**src/rtl/event_onehot_decoder_pkg.sv**
```systemverilog
// Shared constants for the event one-hot decoder slice.
package event_onehot_decoder_pkg;

    localparam int unsigned DEFAULT_WIDTH = 8;

endpackage

```
**src/rtl/lsb_prio_enc.sv**
```systemverilog
// LSB-priority encoder: isolates the lowest set request bit and reports its index.
module lsb_prio_enc
    import event_onehot_decoder_pkg::*;
#(
    parameter int unsigned WIDTH = DEFAULT_WIDTH,
    localparam int unsigned ID_W = $clog2(WIDTH)
) (
    input  logic [WIDTH-1:0] req,
    output logic [WIDTH-1:0] onehot,
    output logic [ID_W-1:0]  idx,
    output logic             valid
);

    always_comb begin
        onehot = req & (~req + WIDTH'(1));
        valid  = |req;
        idx    = '0;
        // Descending scan so the lowest set bit is the last (winning) assignment.
        for (int i = int'(WIDTH) - 1; i >= 0; i--) begin
            if (req[i]) idx = ID_W'(i);
        end
    end

endmodule

```
**src/rtl/rr_onehot_select.sv**
```systemverilog
// Round-robin pick: lowest request at or above ptr, else lowest request overall.
module rr_onehot_select
    import event_onehot_decoder_pkg::*;
#(
    parameter int unsigned WIDTH = DEFAULT_WIDTH,
    localparam int unsigned ID_W = $clog2(WIDTH)
) (
    input  logic [WIDTH-1:0] req,
    input  logic [ID_W-1:0]  ptr,
    output logic [WIDTH-1:0] onehot,
    output logic [ID_W-1:0]  idx,
    output logic             valid
);

    logic [WIDTH-1:0] mask;
    logic [WIDTH-1:0] hi_onehot, lo_onehot;
    logic [ID_W-1:0]  hi_idx, lo_idx;
    logic             hi_valid, lo_valid;

    always_comb begin
        mask = '0;
        for (int unsigned i = 0; i < WIDTH; i++) begin
            mask[i] = (i >= 32'(ptr));
        end
    end

    lsb_prio_enc #(.WIDTH(WIDTH)) u_enc_hi (
        .req    (req & mask),
        .onehot (hi_onehot),
        .idx    (hi_idx),
        .valid  (hi_valid)
    );

    lsb_prio_enc #(.WIDTH(WIDTH)) u_enc_lo (
        .req    (req),
        .onehot (lo_onehot),
        .idx    (lo_idx),
        .valid  (lo_valid)
    );

    assign onehot = hi_valid ? hi_onehot : lo_onehot;
    assign idx    = hi_valid ? hi_idx : lo_idx;
    assign valid  = lo_valid;

endmodule

```
**src/rtl/event_onehot_decoder.sv**
```systemverilog
// Decodes event IDs into a sticky pending mask and drains it round-robin, one event per
// cycle, through a single output register with valid/ready handshake.
module event_onehot_decoder
    import event_onehot_decoder_pkg::*;
#(
    parameter int unsigned WIDTH = DEFAULT_WIDTH,
    localparam int unsigned ID_W = $clog2(WIDTH)
) (
    input  logic             clk,
    input  logic             reset,
    input  logic             set_valid,
    input  logic [ID_W-1:0]  set_id,
    input  logic             clr_valid,
    input  logic [ID_W-1:0]  clr_id,
    output logic             out_valid,
    output logic [WIDTH-1:0] out_onehot,
    output logic [ID_W-1:0]  out_id,
    input  logic             out_ready,
    output logic [WIDTH-1:0] pending,
    output logic             dup_set
);

    typedef enum logic {StEmpty, StFull} state_e;

    state_e           state_q, state_d;
    logic [WIDTH-1:0] pending_q, pending_d;
    logic [WIDTH-1:0] out_onehot_q, out_onehot_d;
    logic [ID_W-1:0]  out_id_q, out_id_d;
    logic [ID_W-1:0]  rr_ptr_q, rr_ptr_d;
    logic             dup_q, dup_d;

    logic [WIDTH-1:0] set_dec, clr_dec, sel_onehot;
    logic [ID_W-1:0]  sel_id;
    logic             sel_valid, load;

    // Out-of-range IDs decode to nothing.
    always_comb begin
        set_dec = '0;
        clr_dec = '0;
        for (int unsigned i = 0; i < WIDTH; i++) begin
            set_dec[i] = set_valid && (32'(set_id) == i);
            clr_dec[i] = clr_valid && (32'(clr_id) == i);
        end
    end

    rr_onehot_select #(.WIDTH(WIDTH)) u_select (
        .req    (pending_q),
        .ptr    (rr_ptr_q),
        .onehot (sel_onehot),
        .idx    (sel_id),
        .valid  (sel_valid)
    );

    always_comb begin
        state_d      = state_q;
        out_onehot_d = out_onehot_q;
        out_id_d     = out_id_q;
        load         = 1'b0;
        unique case (state_q)
            StEmpty: begin
                if (sel_valid) begin
                    load    = 1'b1;
                    state_d = StFull;
                end
            end
            StFull: begin
                if (out_ready) begin
                    if (sel_valid) begin
                        load = 1'b1;
                    end else begin
                        state_d      = StEmpty;
                        out_onehot_d = '0;
                        out_id_d     = '0;
                    end
                end
            end
            default: state_d = StEmpty;
        endcase
        if (load) begin
            out_onehot_d = sel_onehot;
            out_id_d     = sel_id;
        end
    end

    // Clear before set so set wins; the entry moving to the output leaves the mask.
    assign pending_d = ((pending_q & ~clr_dec) | set_dec) & ~(load ? sel_onehot : '0);
    assign dup_d     = |(set_dec & pending_q & ~clr_dec);
    assign rr_ptr_d  = !load ? rr_ptr_q
                     : (32'(sel_id) == WIDTH - 1) ? '0 : sel_id + 1'b1;

    always_ff @(posedge clk or posedge reset) begin
        if (reset) begin
            state_q      <= StEmpty;
            pending_q    <= '0;
            out_onehot_q <= '0;
            out_id_q     <= '0;
            rr_ptr_q     <= '0;
            dup_q        <= 1'b0;
        end else begin
            state_q      <= state_d;
            pending_q    <= pending_d;
            out_onehot_q <= out_onehot_d;
            out_id_q     <= out_id_d;
            rr_ptr_q     <= rr_ptr_d;
            dup_q        <= dup_d;
        end
    end

    assign out_valid  = (state_q == StFull);
    assign out_onehot = out_onehot_q;
    assign out_id     = out_id_q;
    assign pending    = pending_q;
    assign dup_set    = dup_q;

endmodule

```
**config.mk**
```make
export PLATFORM = sky130hd
export DESIGN_NAME = event_onehot_decoder
export DESIGN_NICKNAME = d
export VERILOG_FILES = /design/src/rtl/event_onehot_decoder_pkg.sv /design/src/rtl/lsb_prio_enc.sv /design/src/rtl/rr_onehot_select.sv /design/src/rtl/event_onehot_decoder.sv
export SDC_FILE = /design/constraint.sdc
export NUM_CORES = 1
export LEC_CHECK = 0
export BUFFER_PORTS_ARGS = -buffer_cell sky130_fd_sc_hd__buf_2
export CAP_MARGIN = 0
export CORE_UTILIZATION = 28
export CTS_CLUSTER_DIAMETER = 50
export DETAILED_ROUTE_END_ITERATION = 6
export PLACE_DENSITY = 0.53
export SLEW_MARGIN = 20
export SYNTH_ARGS = -nofsm -noshare
export SYNTH_HDL_FRONTEND = slang
export SYNTH_SLANG_ARGS = --single-unit
```
**constraint.sdc**
```tcl
create_clock -name clk -period 6 [get_ports clk]
set_input_delay 0.3 -clock clk [delete_from_list [all_inputs] [get_ports clk]]
set_output_delay 0.3 -clock clk [all_outputs]
set_load 0.02 [all_outputs]
```
# --- Word-level counts from Yosys, hierarchy flattened ---
# Index checks and enable logic that the tools add are counted.
op_classes:
  addsub: 3
  magnitude_cmp: 7
  n_eq_ne: 16
  mux: 33
  n_bitwise: 13
  n_reduce_logical: 24
op_table:
  columns: ["cell", "count"]
  rows:
  - ["two-way mux 3 bit", 22]
  - ["bitwise AND 8 bit", 7]
  - ["two-way mux 8 bit", 6]
  - ["inverter 8 bit", 4]
  - ["equality test 3 bit, second input constant", 9]
  - ["OR reduction 8 bit", 3]
  - ["adder 8 x 1 -> 8 bit, second input constant", 2]
  - ["logical AND 1 bit", 16]
  - ["equality test 3 x 2 -> 1 bit, second input constant", 4]
  - ["greater-or-equal comparator 3 bit, first input constant", 3]
  - ["OR 8 bit", 1]
  - ["equality test 3 x 1 -> 1 bit, second input constant", 2]
  - ["greater-or-equal comparator 1 x 3 -> 1 bit, first input constant", 2]
  - ["greater-or-equal comparator 2 x 3 -> 1 bit, first input constant", 2]
  - ["logical NOT 3 bit", 2]
  - ["one-hot mux 1 bit (2 select lines)", 2]
  - ["nonzero test 2 bit", 2]
  - ["adder 3 x 1 -> 3 bit, second input constant", 1]
  - ["two-way mux 1 bit", 3]
  - ["AND reduction 3 bit", 1]
  - ["!= test 2 x 1 -> 1 bit, second input constant", 1]
  - ["inverter 1 bit", 1]
word_totals:
  reg_bits: 24
  inputBits: 11
  out_inout_bits: 21
  word_cells: 102

# --- Logic depth before layout (Yosys ltp) ---
# Gate-level depths: netlist (run 1).
logic_depth:
  depth_word: 13
  depth_mapped: 11
  mapped_depth_nobuf: 9

# --- Hierarchy ---
# Synthesis (run 1) repeated with hierarchy kept, for this count alone.
hier_totals:
  cells_unflattened: 170
  area_unflattened_um2: 1684.1
by_module_without_submodules:
  columns: ["mod", "n_inst", "cells_per_inst", "area_per_inst_um2", "seq_area_each_um2"]
  rows:
  - ["event_onehot_decoder", 1, 102, 1171.1, 600.6]
  - ["lsb_prio_enc", 2, 23, 138.9, 0.0]
  - ["rr_onehot_select", 1, 22, 235.2, 0.0]

# --- Worst setup path after synthesis (run 1) ---
# Ideal clock, no wire load.
synth_timing:
  path_type: "register -> register"
  startpoint: "register pending_q[0], in the netlist pending[0]"
  endpoint: "register rr_ptr_q[2]"
  setup_ps: 125
  arrival_ps: 2163
  required_time_ps: 5875
  slack_ps: 3712
  path_stages_with_launch: 9
  path_buffers: 1
  period_less_slack_ps: 2288
  cell_sequence: "dfrtp_1 -> buf_6 -> or3b_1 -> a31oi_1 -> o21ai_1 -> o22a_2 -> ha_1 -> ha_1 -> mux2_2"
synth_via:
  elab_chain_cells: 5
  word_cells_on_any_way: 12
  classes_between: "add/sub (1); eq/ne (1); mux (7); bitwise (1); reduce/logical (2)"
synth_rtl:
  columns: ["element", "line_no", "source"]
  rows:
  - ["start, declared", "event_onehot_decoder.sv:26", "logic [WIDTH-1:0] pending_q, pending_d;"]
  - ["start signal, assigned", "event_onehot_decoder.sv:101", "pending_q <= pending_d;"]
  - ["bitwise AND 8 bit", "rr_onehot_select.sv:28", ".req (req & mask),"]
  - ["OR reduction 8 bit or two-way mux 3 bit (tied branches)", "lsb_prio_enc.sv:16, lsb_prio_enc.sv:20", null]
  - ["two-way mux 3 bit", "rr_onehot_select.sv:42", "assign idx = hi_valid ? hi_idx : lo_idx;"]
  - ["adder 3 x 1 -> 3 bit or equality test 3 bit (tied branches)", "event_onehot_decoder.sv:89", ": (32'(sel_id) == WIDTH - 1) ? '0 : sel_id + 1'b1;"]
  - ["two-way mux 3 bit", "event_onehot_decoder.sv:89", null]
  - ["end signal, assigned", "event_onehot_decoder.sv:104", "rr_ptr_q <= rr_ptr_d;"]
  - ["end, declared", "event_onehot_decoder.sv:29", "logic [ID_W-1:0] rr_ptr_q, rr_ptr_d;"]
# Several ways; a longest one is shown, not always the timed one.
# A chain may end at the register's enable or synchronous reset.

# --- Worst setup path in the final report (run 1) ---
layout_timing:
  startpoint: "register rr_ptr_q[2]"
  endpoint: "register rr_ptr_q[2]"
layout_via:
  elab_chain_cells: 12
  word_cells_on_any_way: 20
  classes_between: "add/sub (1); order compare (7); eq/ne (1); mux (9); bitwise (1); reduce/logical (1)"
layout_rtl:
  columns: ["element", "line_no", "source"]
  rows:
  - ["greater-or-equal comparator 3 bit", "rr_onehot_select.sv:23", "mask[i] = (i >= 32'(ptr));"]
  - ["bitwise AND 8 bit (*)", "rr_onehot_select.sv:28", null]
  - ["two-way mux 3 bit (7 in a row)", "lsb_prio_enc.sv:20", "if (req[i]) idx = ID_W'(i);"]
  - ["two-way mux 3 bit (*)", "rr_onehot_select.sv:42", null]
  - ["adder 3 x 1 -> 3 bit or equality test 3 bit (tied branches)", "event_onehot_decoder.sv:89", null]
  - ["two-way mux 3 bit (*)", "event_onehot_decoder.sv:89", null]
# Every way passes the cells marked *; elsewhere a longest branch is shown, timed or not.

==> out/metrics.cfg, run 1 <==
[routing]
first_iter_violations = 99
routed_wl_mm = 4.08
vias = 1452
ant_nets = 0
viasPerCell = 5.32
first_pass_iters = 4
avgRoutedWirePerCell_um = 15.0
met3_length_um = 170
met2_wirelength_mm = 1.87
wl_met1_mm = 1.95
drcViolationCount = 0
highest_layer = met4

[logic_synthesis]
mappedNetlistArea_um2 = 1620
synth_cells = 175
synth_most_common_cell = dfrtp_1
syn_area_per_cell_um2 = 9.27
async_reset_ff_share_pct = 100
seq_area_frac_synth_pct = 37.0
synthFlopType = dfrtp_1
synth_top_area_share_pct = 37.0
synth_cell_type_count = 55
synth_edf_count = 0
syn-num-nets = 188
synth_top_area_cell = dfrtp_1
ys_top_cells_by_area = dfrtp_1 37%, nand2_1 3.9%, o21ai_0 3.4%
synthTopCellsByCount = 24 x dfrtp_1, 17 x nand2_1, 11 x o21ai_0
yosys_warnings = 0
ys_ff_latch = 24

[timing]
finalSetupViolCount = 0
drv_slew = 0
final_hold_viol_count = 0
post-route-min-period_ps = 2480
period_share_pct = 41.4
skew_ps = 9.68
worst_pin_slew_ps = 967
finalSetupTns_ps = 0
fmax_ghz = 0.403
relSlewSlack_pct = 35.5
rsz0062_at_grt = no

[clocking]
root_buffer = clkbuf_8
cts_resized = 0
clk-insertion-delay-late_ps = 280
cts_setup_buffers = 0
cts_tree = done
clock_sinks = 24
clk_pin_slew_worst_paths_ps = 90
cts_buffer_depth = 2
numCtsBuffers = 3
htreeDepth = 1
cts_hold_buf = 0

[global_route]
antenna_found_initial = 0
grt_max_degree = 25
grt_pass1_wl_mm = 6.60
overflow = 0
grt_pass1_vias = 1336
grt_use_total_pct = 13.9

[critical_path]
slowest_delay_ps = 620
start_kind = register
critical_path_arrival_ps = 2650
crit_path_cell_trace = and4b_2 -> a2bb2oi_4 -> o2111ai_2 -> o22a_2 -> ha_1 -> ha_1 -> mux2_2
cp-end-kind = register
crit_path_top_delay_cell = dfrtp_1
crit_family = compound AO/OA/AOI/OAI gates
path_class = reg -> reg
crit_buf_inv = 0
crit_required_ps = 6160
path_depth = 7
crit_start = rr_ptr_q[2]
crit_path_frequent_cell = ha_1
cp_max_fo = 16
r2r_start = rr_ptr_q[2]
reg2reg_depth = 7

[cells_and_area]
finish.utilization_pct = 33.9
fillers = 602
area_delta_synth_final_pct = 15.7
diodes = 0
final_nets = 215
register_area_um2 = 601
drive_gt1_share_pct = 25.9
postLayoutCellArea_um2 = 1880
multiInputGateArea_um2 = 926

[pwr]
vdd_drop_max_mv = 0.211
power_density_nw_per_um2 = 615
p_leak_nw = 0.867
report.power.total_mw = 1.15

[floorplan]
fp-row-count = 27
core_um2 = 5540
dieArea_um2 = 6100
num_io_pins = 32
die_h_um = 78.1
die_w_um = 78.1
initial_core_util_pct = 29.3

[job]
drv_cap = 0

[run_status]
status = complete, no violations

[placement]
hpwl_mm = 3.09
dpl-instance-area_um2 = 1810
gp_congestion = 0.853
port_buffers = 31

[min_path]
hp-class = in -> async

[logic make-up after synthesis]
group / Yosys count / share of synthesized area, %
adder cells (fa/ha/maj): 2 / 1.54
multiplexers: 4 / 2.62
AO/OA/AOI/OAI: 60 / 28.0
AND/OR/NAND/NOR: 68 / 24.9
flip-flops: 24 / 37.0
buffers and inverters: 17 / 5.86
[state kept, by name, summed over array words and instances (netlist names)]
signal      count
pending         8
rr_ptr_q        3
out_id          3
out_valid       1
dup_set         1
out_onehot      8
[area by class of cell]
class,instances,area share (%)
Sequential cell,24,32.0
Timing Repair Buffer,32,8.67
Inverter,7,1.40
Clock inverter,1,1.60
Tap cell,72,4.80
Multi-Input combinational cell,134,49.3
Clock buffer,3,2.20
[power breakdown]
group	switching [mW]	internal (mW)
Combinational	0.377	0.287
Clock	0.0552	0.0894
Sequential	0.114	0.230
Total	0.546	0.607
[stage by stage]
stage / setup WS (ps) / instances / hold slack, ps
3_3_place_gp: 3560 / 269 / 458
5_1_grt: 3390 / 273 / 302
2_1_floorplan: 3710 / 175 / 315
6_report: 3520 / 273 / 232
4_1_cts: 3530 / 273 / 274
3_5_place_dp: 3550 / 269 / 462
[cells in the final DEF, fill, tap and decap left out, drive strengths merged, types with 2 or more instances in the layout]
cell type / instances
and2: 3
o2111ai: 3
a22oi: 2
mux2: 2
a21o: 7
dfrtp: 24
a21oi: 10
mux2i: 2
nor2: 10
nand3: 6
a21bo: 2
and3: 3
ha: 2
a31oi: 3
inv: 7
nand2: 17
and3b: 3
clkbuf: 3
a211oi: 2
nand4: 4
nand2b: 7
o31ai: 2
a2bb2oi: 2
nand3b: 3
nor3b: 2
o21ai: 14
nor4: 3
buf: 32
a22o: 3
[path summary, 6_finish.rpt]
path / slack, ps / to
max: 3520 / rr_ptr_q[2]
min: 230 / pending[0]
max reg2reg: 3520 / rr_ptr_q[2]
min reg2reg: 480 / out_onehot[6]
max in group asynchronous: 5170 / out_valid
min in group clk: 330 / pending[7]
[metal layers]
metal	track usage [%]	vias up
li1	-	709
met1	18.9	692
met2	21.8	44
met3	1.51	7
met4	7.04	0
met5	0	-
Note: power is estimated with default switching activity, not from simulation.
==> run 2, diff against run 1 <==
--- a/config.mk
+++ b/config.mk
@@ -10,7 +10,7 @@
 export CORE_UTILIZATION = 28
 export CTS_CLUSTER_DIAMETER = 50
 export DETAILED_ROUTE_END_ITERATION = 6
-export PLACE_DENSITY = 0.53
+export PLACE_DENSITY = 0.55
 export SLEW_MARGIN = 20
 export SYNTH_ARGS = -nofsm -noshare
 export SYNTH_HDL_FRONTEND = slang
==> constraint.sdc (replaced) <==
create_clock -name clk -period 2.1 [get_ports clk]
set_input_delay 0.105 -clock clk [delete_from_list [all_inputs] [get_ports clk]]
set_output_delay 0.105 -clock clk [all_outputs]
set_load 0.02 [all_outputs]
==> run 2 against run 1 <==
The run now ends with negative setup slack left. Routed wire length up 12%. First-iteration DRC count is 44% lower. Global-route usage grew 1.5 points. Maximum frequency grew 17%. Register-to-register slack worse by 3500 ps. Count of clock-buffer cells in the layout unchanged. Die area unchanged.
==> out/metrics.cfg, run 2 (same netlist as run 1, synthesis figures left out) <==
[cells_and_area]
diodes = 0  ; unchanged
drive_gt1_share_pct = 40.3  ; was 25.9%
final_cell_mix = 31 x buf_2, 29 x buf_4, 19 x dfrtp_1  ; was 31 x buf_2, 24 x dfrtp_1, 17 x nand2_1
layout_commonest_cell = buf_2  ; unchanged
area_delta_synth_final_pct = 34.8  ; was 15.7%
final_nets = 245  ; was 215

[clocking]
numCtsBuffers = 3  ; unchanged
cts_tree = done  ; unchanged
root_buffer = clkbuf_8  ; unchanged
clk_pin_slew_worst_paths_ps = 100  ; was 90 ps
clk-insertion-delay-late_ps = 280  ; about the same
htreeDepth = 1  ; unchanged
clock_sinks = 24  ; unchanged
cts_buffer_depth = 2  ; unchanged

[timing]
skew_ps = 12.3  ; was 9.68 ps
worst_pin_slew_ps = 400  ; was 967 ps
fmax_ghz = 0.471  ; was 0.403 GHz
finalSetupTns_ps = -24.3  ; was 0 ps
drv_slew = 0  ; unchanged
post-route-min-period_ps = 2120  ; was 2480 ps
relSlewSlack_pct = 73.0  ; was 35.5%
rsz0062_at_grt = yes  ; was no
period_share_pct = 101  ; was 41.4%
finalSetupViolCount = 1  ; was 0
final_hold_viol_count = 0  ; unchanged
layout_setup_ws_ps = -24.3  ; was 3520 ps

[routing]
vias = 1594  ; was 1,452
routed_wl_mm = 4.59  ; was 4.08 mm
drcViolationCount = 0  ; unchanged
viasPerCell = 5.26  ; was 5.32
avgRoutedWirePerCell_um = 15.1  ; was 15.0 um
first_iter_violations = 55  ; was 99
first_pass_iters = 4  ; unchanged
ant_nets = 0  ; unchanged

[floorplan]
fp-row-count = 27  ; unchanged
num_io_pins = 32  ; unchanged
dieArea_um2 = 6100  ; unchanged
initial_core_util_pct = 29.3  ; unchanged
core_um2 = 5540  ; unchanged
die_w_um = 78.1  ; unchanged
die_h_um = 78.1  ; unchanged

[critical_path]
crit_buf_inv = 0  ; unchanged
path_class = reg -> reg  ; unchanged
cp_max_fo = 7  ; was 16
crit_path_cell_trace = or3b_4 -> a31oi_1 -> o21ai_1 -> o22a_2 -> ha_4 -> ha_4 -> mux2_4  ; was and4b_2 -> a2bb2oi_4 -> o2111ai_2 -> o22a_2 -> ha_1 -> ha_1 -> mux2_2
critical_path_arrival_ps = 2290  ; was 2650 ps
cp-end-kind = register  ; unchanged
slowest_delay_ps = 460  ; was 620 ps
crit_path_top_delay_cell = dfrtp_2  ; was dfrtp_1
crit_required_ps = 2260  ; was 6160 ps
r2r_start = rr_ptr_q[1]  ; was rr_ptr_q[2]
start_kind = register  ; unchanged
path_depth = 7  ; unchanged
critical_path.endpoint = rr_ptr_q[2]  ; unchanged
crit_path_frequent_cell = ha_4  ; was ha_1
r2r_end = rr_ptr_q[2]  ; unchanged
r2r_setup_slack_ps = -20  ; was 3520 ps
crit_family = compound AO/OA/AOI/OAI gates  ; unchanged
crit_start = rr_ptr_q[1]  ; was rr_ptr_q[2]
reg2reg_depth = 7  ; unchanged

[min_path]
whs_path_depth = 3
hp-class = in -> reg  ; was in -> async

[pwr]
power_density_nw_per_um2 = 1870  ; was 615 nW/um2
p_leak_nw = 1.02  ; was 0.867 nW
vdd_drop_max_mv = 0.908  ; was 0.211 mV
report.power.total_mw = 4.10  ; was 1.15 mW

[global_route]
grt_pass1_vias = 1548  ; was 1,336
antenna_found_initial = 0  ; unchanged
grt_pass1_wl_mm = 7.45  ; was 6.60 mm
grt_use_total_pct = 15.4  ; was 13.9%
grt_max_degree = 25  ; unchanged
overflow = 0  ; unchanged

[placement]
dp_slack_ps = -45.3  ; was 3550 ps
gp_congestion = 0.863  ; was 0.853
port_buffers = 31  ; unchanged
hpwl_mm = 3.49  ; was 3.09 mm

[run_status]
violations = negative setup slack
status = finished with violations  ; was complete, no violations

[job]
drv_cap = 0  ; unchanged

[run 2: layout make-up]
type	instances	area (um2)
clock buffer	3	41.3
clock inverter	1	30.0
fill	567	3350
inverter	7	26.3
multi-input combinational	134	988
sequential	24	607
tap	72	90.1
timing repair buffer	62	403
[run 2: worst min path at each step]
stage / from / end
2_1_floorplan: reset / dup_set
5_1_grt: set_id[1] / pending[7]
4_1_cts: set_valid / pending[7]
3_3_place_gp: reset / out_id[2]
3_5_place_dp: reset / rr_ptr_q[0]
6_report: set_valid / pending[7]
[run 2: report_power, final]
part / leakage, nW / total, mW / internal (mW) / switching, mW
combinational: 0.691 / 2.79 / 1.36 / 1.43
clock: 0.0357 / 0.417 / 0.255 / 0.162
sequential: 0.296 / 0.893 / 0.670 / 0.222
[run 2: per-stage QoR]
step | instances | cell area [um2] | utilization (%) | hold slack, ps
after floorplan | 175 | 1660 | - | 119
after global placement | 296 | 2060 | 37.2 | 171
after detailed placement | 296 | 2060 | 37.2 | 171
after CTS | 301 | 2150 | 38.7 | 120
after global routing | 303 | 2190 | 39.5 | 125
final | 303 | 2190 | 39.5 | 122
[run 2: layer usage]
metal | track usage (%) | part of all wire, %
met5 | 0 | 0
met4 | 6.85 | 2.5
met3 | 1.74 | 3.7
met2 | 24.8 | 48
met1 | 20.6 | 46
[run 2: worst min-delay path: stages]
cell,delay [ps]
buf_2,120
nand4_1,80
a21oi_1,60
[run 2: repair_timing]
action	CTS	global route
endpoints found under the setup margin	1	3
pin swaps	0	2
hold endpoints to repair	24	0
gates resized for setup	3	4
hold buffers	1	0
buffers inserted	0	2
==> run 3, diff against run 2 <==
--- a/config.mk
+++ b/config.mk
@@ -10,7 +10,7 @@
 export CORE_UTILIZATION = 28
 export CTS_CLUSTER_DIAMETER = 50
 export DETAILED_ROUTE_END_ITERATION = 6
-export PLACE_DENSITY = 0.55
+export PLACE_DENSITY = 0.53
 export SLEW_MARGIN = 20
 export SYNTH_ARGS = -nofsm -noshare
 export SYNTH_HDL_FRONTEND = slang
==> constraint.sdc (replaced) <==
create_clock -name clk -period 2.68 [get_ports clk]
set_input_delay 0.134 -clock clk [delete_from_list [all_inputs] [get_ports clk]]
set_output_delay 0.134 -clock clk [all_outputs]
set_load 0.02 [all_outputs]
==> run 3 against run 2 <==
The run now ends clean. Highest routed layer unchanged. Combinational power decreased by 41%. Utilization decreased by 4.9 points. Count of clock-buffer cells in the layout unchanged. Cell count decreased by 8.3%. Total power decreased by 35%. Largest power group unchanged. Routed wire length decreased by 5.6%. Sequential share of layout area increased by 3.6 points.
==> out/metrics.cfg, run 3 (same netlist as run 1, synthesis figures left out) <==
[run_status]
status = complete, no violations  ; was finished with violations

[floorplan]
die_w_um = 78.1  ; unchanged
dieArea_um2 = 6100  ; unchanged
fp-row-count = 27  ; unchanged
core_um2 = 5540  ; unchanged
initial_core_util_pct = 29.3  ; unchanged
die_h_um = 78.1  ; unchanged
num_io_pins = 32  ; unchanged

[timing]
drv_slew = 0  ; unchanged
layout_setup_ws_ps = 232  ; was -24.3 ps
final_hold_viol_count = 0  ; unchanged
period_share_pct = 91.3  ; was 101%
worst_pin_slew_ps = 940  ; was 400 ps
skew_ps = 2.19  ; was 12.3 ps
rsz0062_at_grt = no  ; was yes
finalSetupViolCount = 0  ; was 1
finalSetupTns_ps = 0  ; was -24.3 ps
fmax_ghz = 0.408  ; was 0.471 GHz
relSlewSlack_pct = 37.3  ; was 73.0%
post-route-min-period_ps = 2450  ; was 2120 ps

[routing]
ant_nets = 0  ; unchanged
first_iter_violations = 79  ; was 55
routed_wl_mm = 4.33  ; was 4.59 mm
avgRoutedWirePerCell_um = 15.6  ; was 15.1 um
first_pass_iters = 4  ; unchanged
vias = 1464  ; was 1,594
viasPerCell = 5.27  ; was 5.26
drcViolationCount = 0  ; unchanged

[placement]
port_buffers = 31  ; unchanged
hpwl_mm = 3.27  ; was 3.49 mm
gp_congestion = 0.876  ; was 0.863
dp_slack_ps = 295  ; was -45.3 ps

[clocking]
clk_pin_slew_worst_paths_ps = 90  ; was 100 ps
cts_resized = 0  ; was 3
htreeDepth = 1  ; unchanged
cts_tree = done  ; unchanged
clock_sinks = 24  ; unchanged
cts_buffer_depth = 2  ; unchanged
numCtsBuffers = 3  ; unchanged
cts_setup_buffers = 0  ; unchanged
root_buffer = clkbuf_8  ; unchanged
clk-insertion-delay-late_ps = 270  ; was 280 ps
cts_hold_buf = 0  ; was 1

[critical_path]
crit_path_frequent_cell = ha_1  ; was ha_4
crit_path_top_delay_cell = dfrtp_1  ; was dfrtp_2
path_class = reg -> reg  ; unchanged
reg2reg_depth = 7  ; unchanged
r2r_end = rr_ptr_q[2]  ; unchanged
slowest_delay_ps = 470  ; was 460 ps
cp-end-kind = register  ; unchanged
start_kind = register  ; unchanged
r2r_setup_slack_ps = 230  ; was -20 ps
critical_path_arrival_ps = 2610  ; was 2290 ps
crit_required_ps = 2840  ; was 2260 ps
cp_max_fo = 8  ; was 7
crit_path_cell_trace = nor2_1 -> a2bb2oi_4 -> o2111ai_2 -> o22a_2 -> ha_1 -> ha_1 -> mux2_2  ; was or3b_4 -> a31oi_1 -> o21ai_1 -> o22a_2 -> ha_4 -> ha_4 -> mux2_4
r2r_start = pending[7]  ; was rr_ptr_q[1]

[global_route]
grt_use_total_pct = 14.7  ; was 15.4%
grt_max_degree = 25  ; unchanged
antenna_found_initial = 0  ; unchanged
grt_pass1_vias = 1351  ; was 1,548
grt_pass1_wl_mm = 6.89  ; was 7.45 mm
overflow = 0  ; unchanged

[cells_and_area]
diodes = 0  ; unchanged
area_delta_synth_final_pct = 18.1  ; was 34.8%
final_cell_mix = 31 x buf_2, 24 x dfrtp_1, 17 x nand2_1  ; was 31 x buf_2, 29 x buf_4, 19 x dfrtp_1
final_nets = 220  ; was 245
layout_commonest_cell = buf_2  ; unchanged
fillers = 585  ; was 567
drive_gt1_share_pct = 27.7  ; was 40.3%

[pwr]
power_density_nw_per_um2 = 1400  ; was 1870 nW/um2
vdd_drop_max_mv = 0.429  ; was 0.908 mV
p_leak_nw = 0.891  ; was 1.02 nW

[min_path]
hp-class = in -> async  ; was in -> reg

[job]
drv_cap = 0  ; unchanged

==> run 3: cell count changes in the layout (fill, tap and decap cells not counted), sizes merged <==
| cell | change |
|---|---|
| buf | -24 |
| dlygate4sd3 | -1 |
==> run 3: how the worst max path moves through the flow <==
stage	startpoint	end	slack, ps
6_report	pending[7]	rr_ptr_q[2]	230
3_3_place_gp	pending[5]	rr_ptr_q[2]	360
4_1_cts	pending[7]	rr_ptr_q[2]	240
3_5_place_dp	pending[7]	rr_ptr_q[2]	300
2_1_floorplan	pending[0]	rr_ptr_q[2]	390
5_1_grt	pending[7]	rr_ptr_q[2]	110
==> run 3: cell type report <==
type	count	area [um2]	share of cell area, %
timing repair buffer	37	200	10.5
clock buffer	3	41.3	2.16
tap	72	90.1	4.71
inverter	7	26.3	1.37
sequential	24	601	31.4
multi-input combinational	134	926	48.4
clock inverter	1	30.0	1.57
==> run 3: routing by layer <==
layer / global-route usage [%] / part of all wire, % / wire length [um]
met2: 23.2 / 49 / 2110
met1: 19.9 / 46 / 2010
met5: 0 / 0 / 0
met4: 7.41 / 2.4 / 102
met3: 1.16 / 2.6 / 114
==> run 3: critical path: cells and delay by family (launching register included) <==
family / cells / cell delay [ps]
and+or+nand+nor: 1 / 400
adders and majority gates: 2 / 460
muxes: 1 / 260
AOI/OAI and AO/OA: 3 / 740
DFF: 1 / 470
==> run 3: power by group <==
group	total (mW)	switching (mW)	leakage (nW)	internal [mW]
registers	0.697	0.180	0.302	0.517
clock network	0.326	0.126	0.0357	0.200
logic	1.65	0.961	0.554	0.690
==> run 3: through the flow <==
step / hold WS (ps) / cell area [um2] / utilization [%] / cells / total power [mW]
floorplan: 149 / 1620 / - / 175 / 1.91
global placement: 405 / 1840 / 33.3 / 274 / 2.36
detailed placement: 405 / 1840 / 33.3 / 274 / 2.32
CTS: 99.9 / 1910 / 34.6 / 278 / 2.69
global route: 138 / 1910 / 34.6 / 278 / 2.88
finish: 56.7 / 1910 / 34.6 / 278 / 2.67
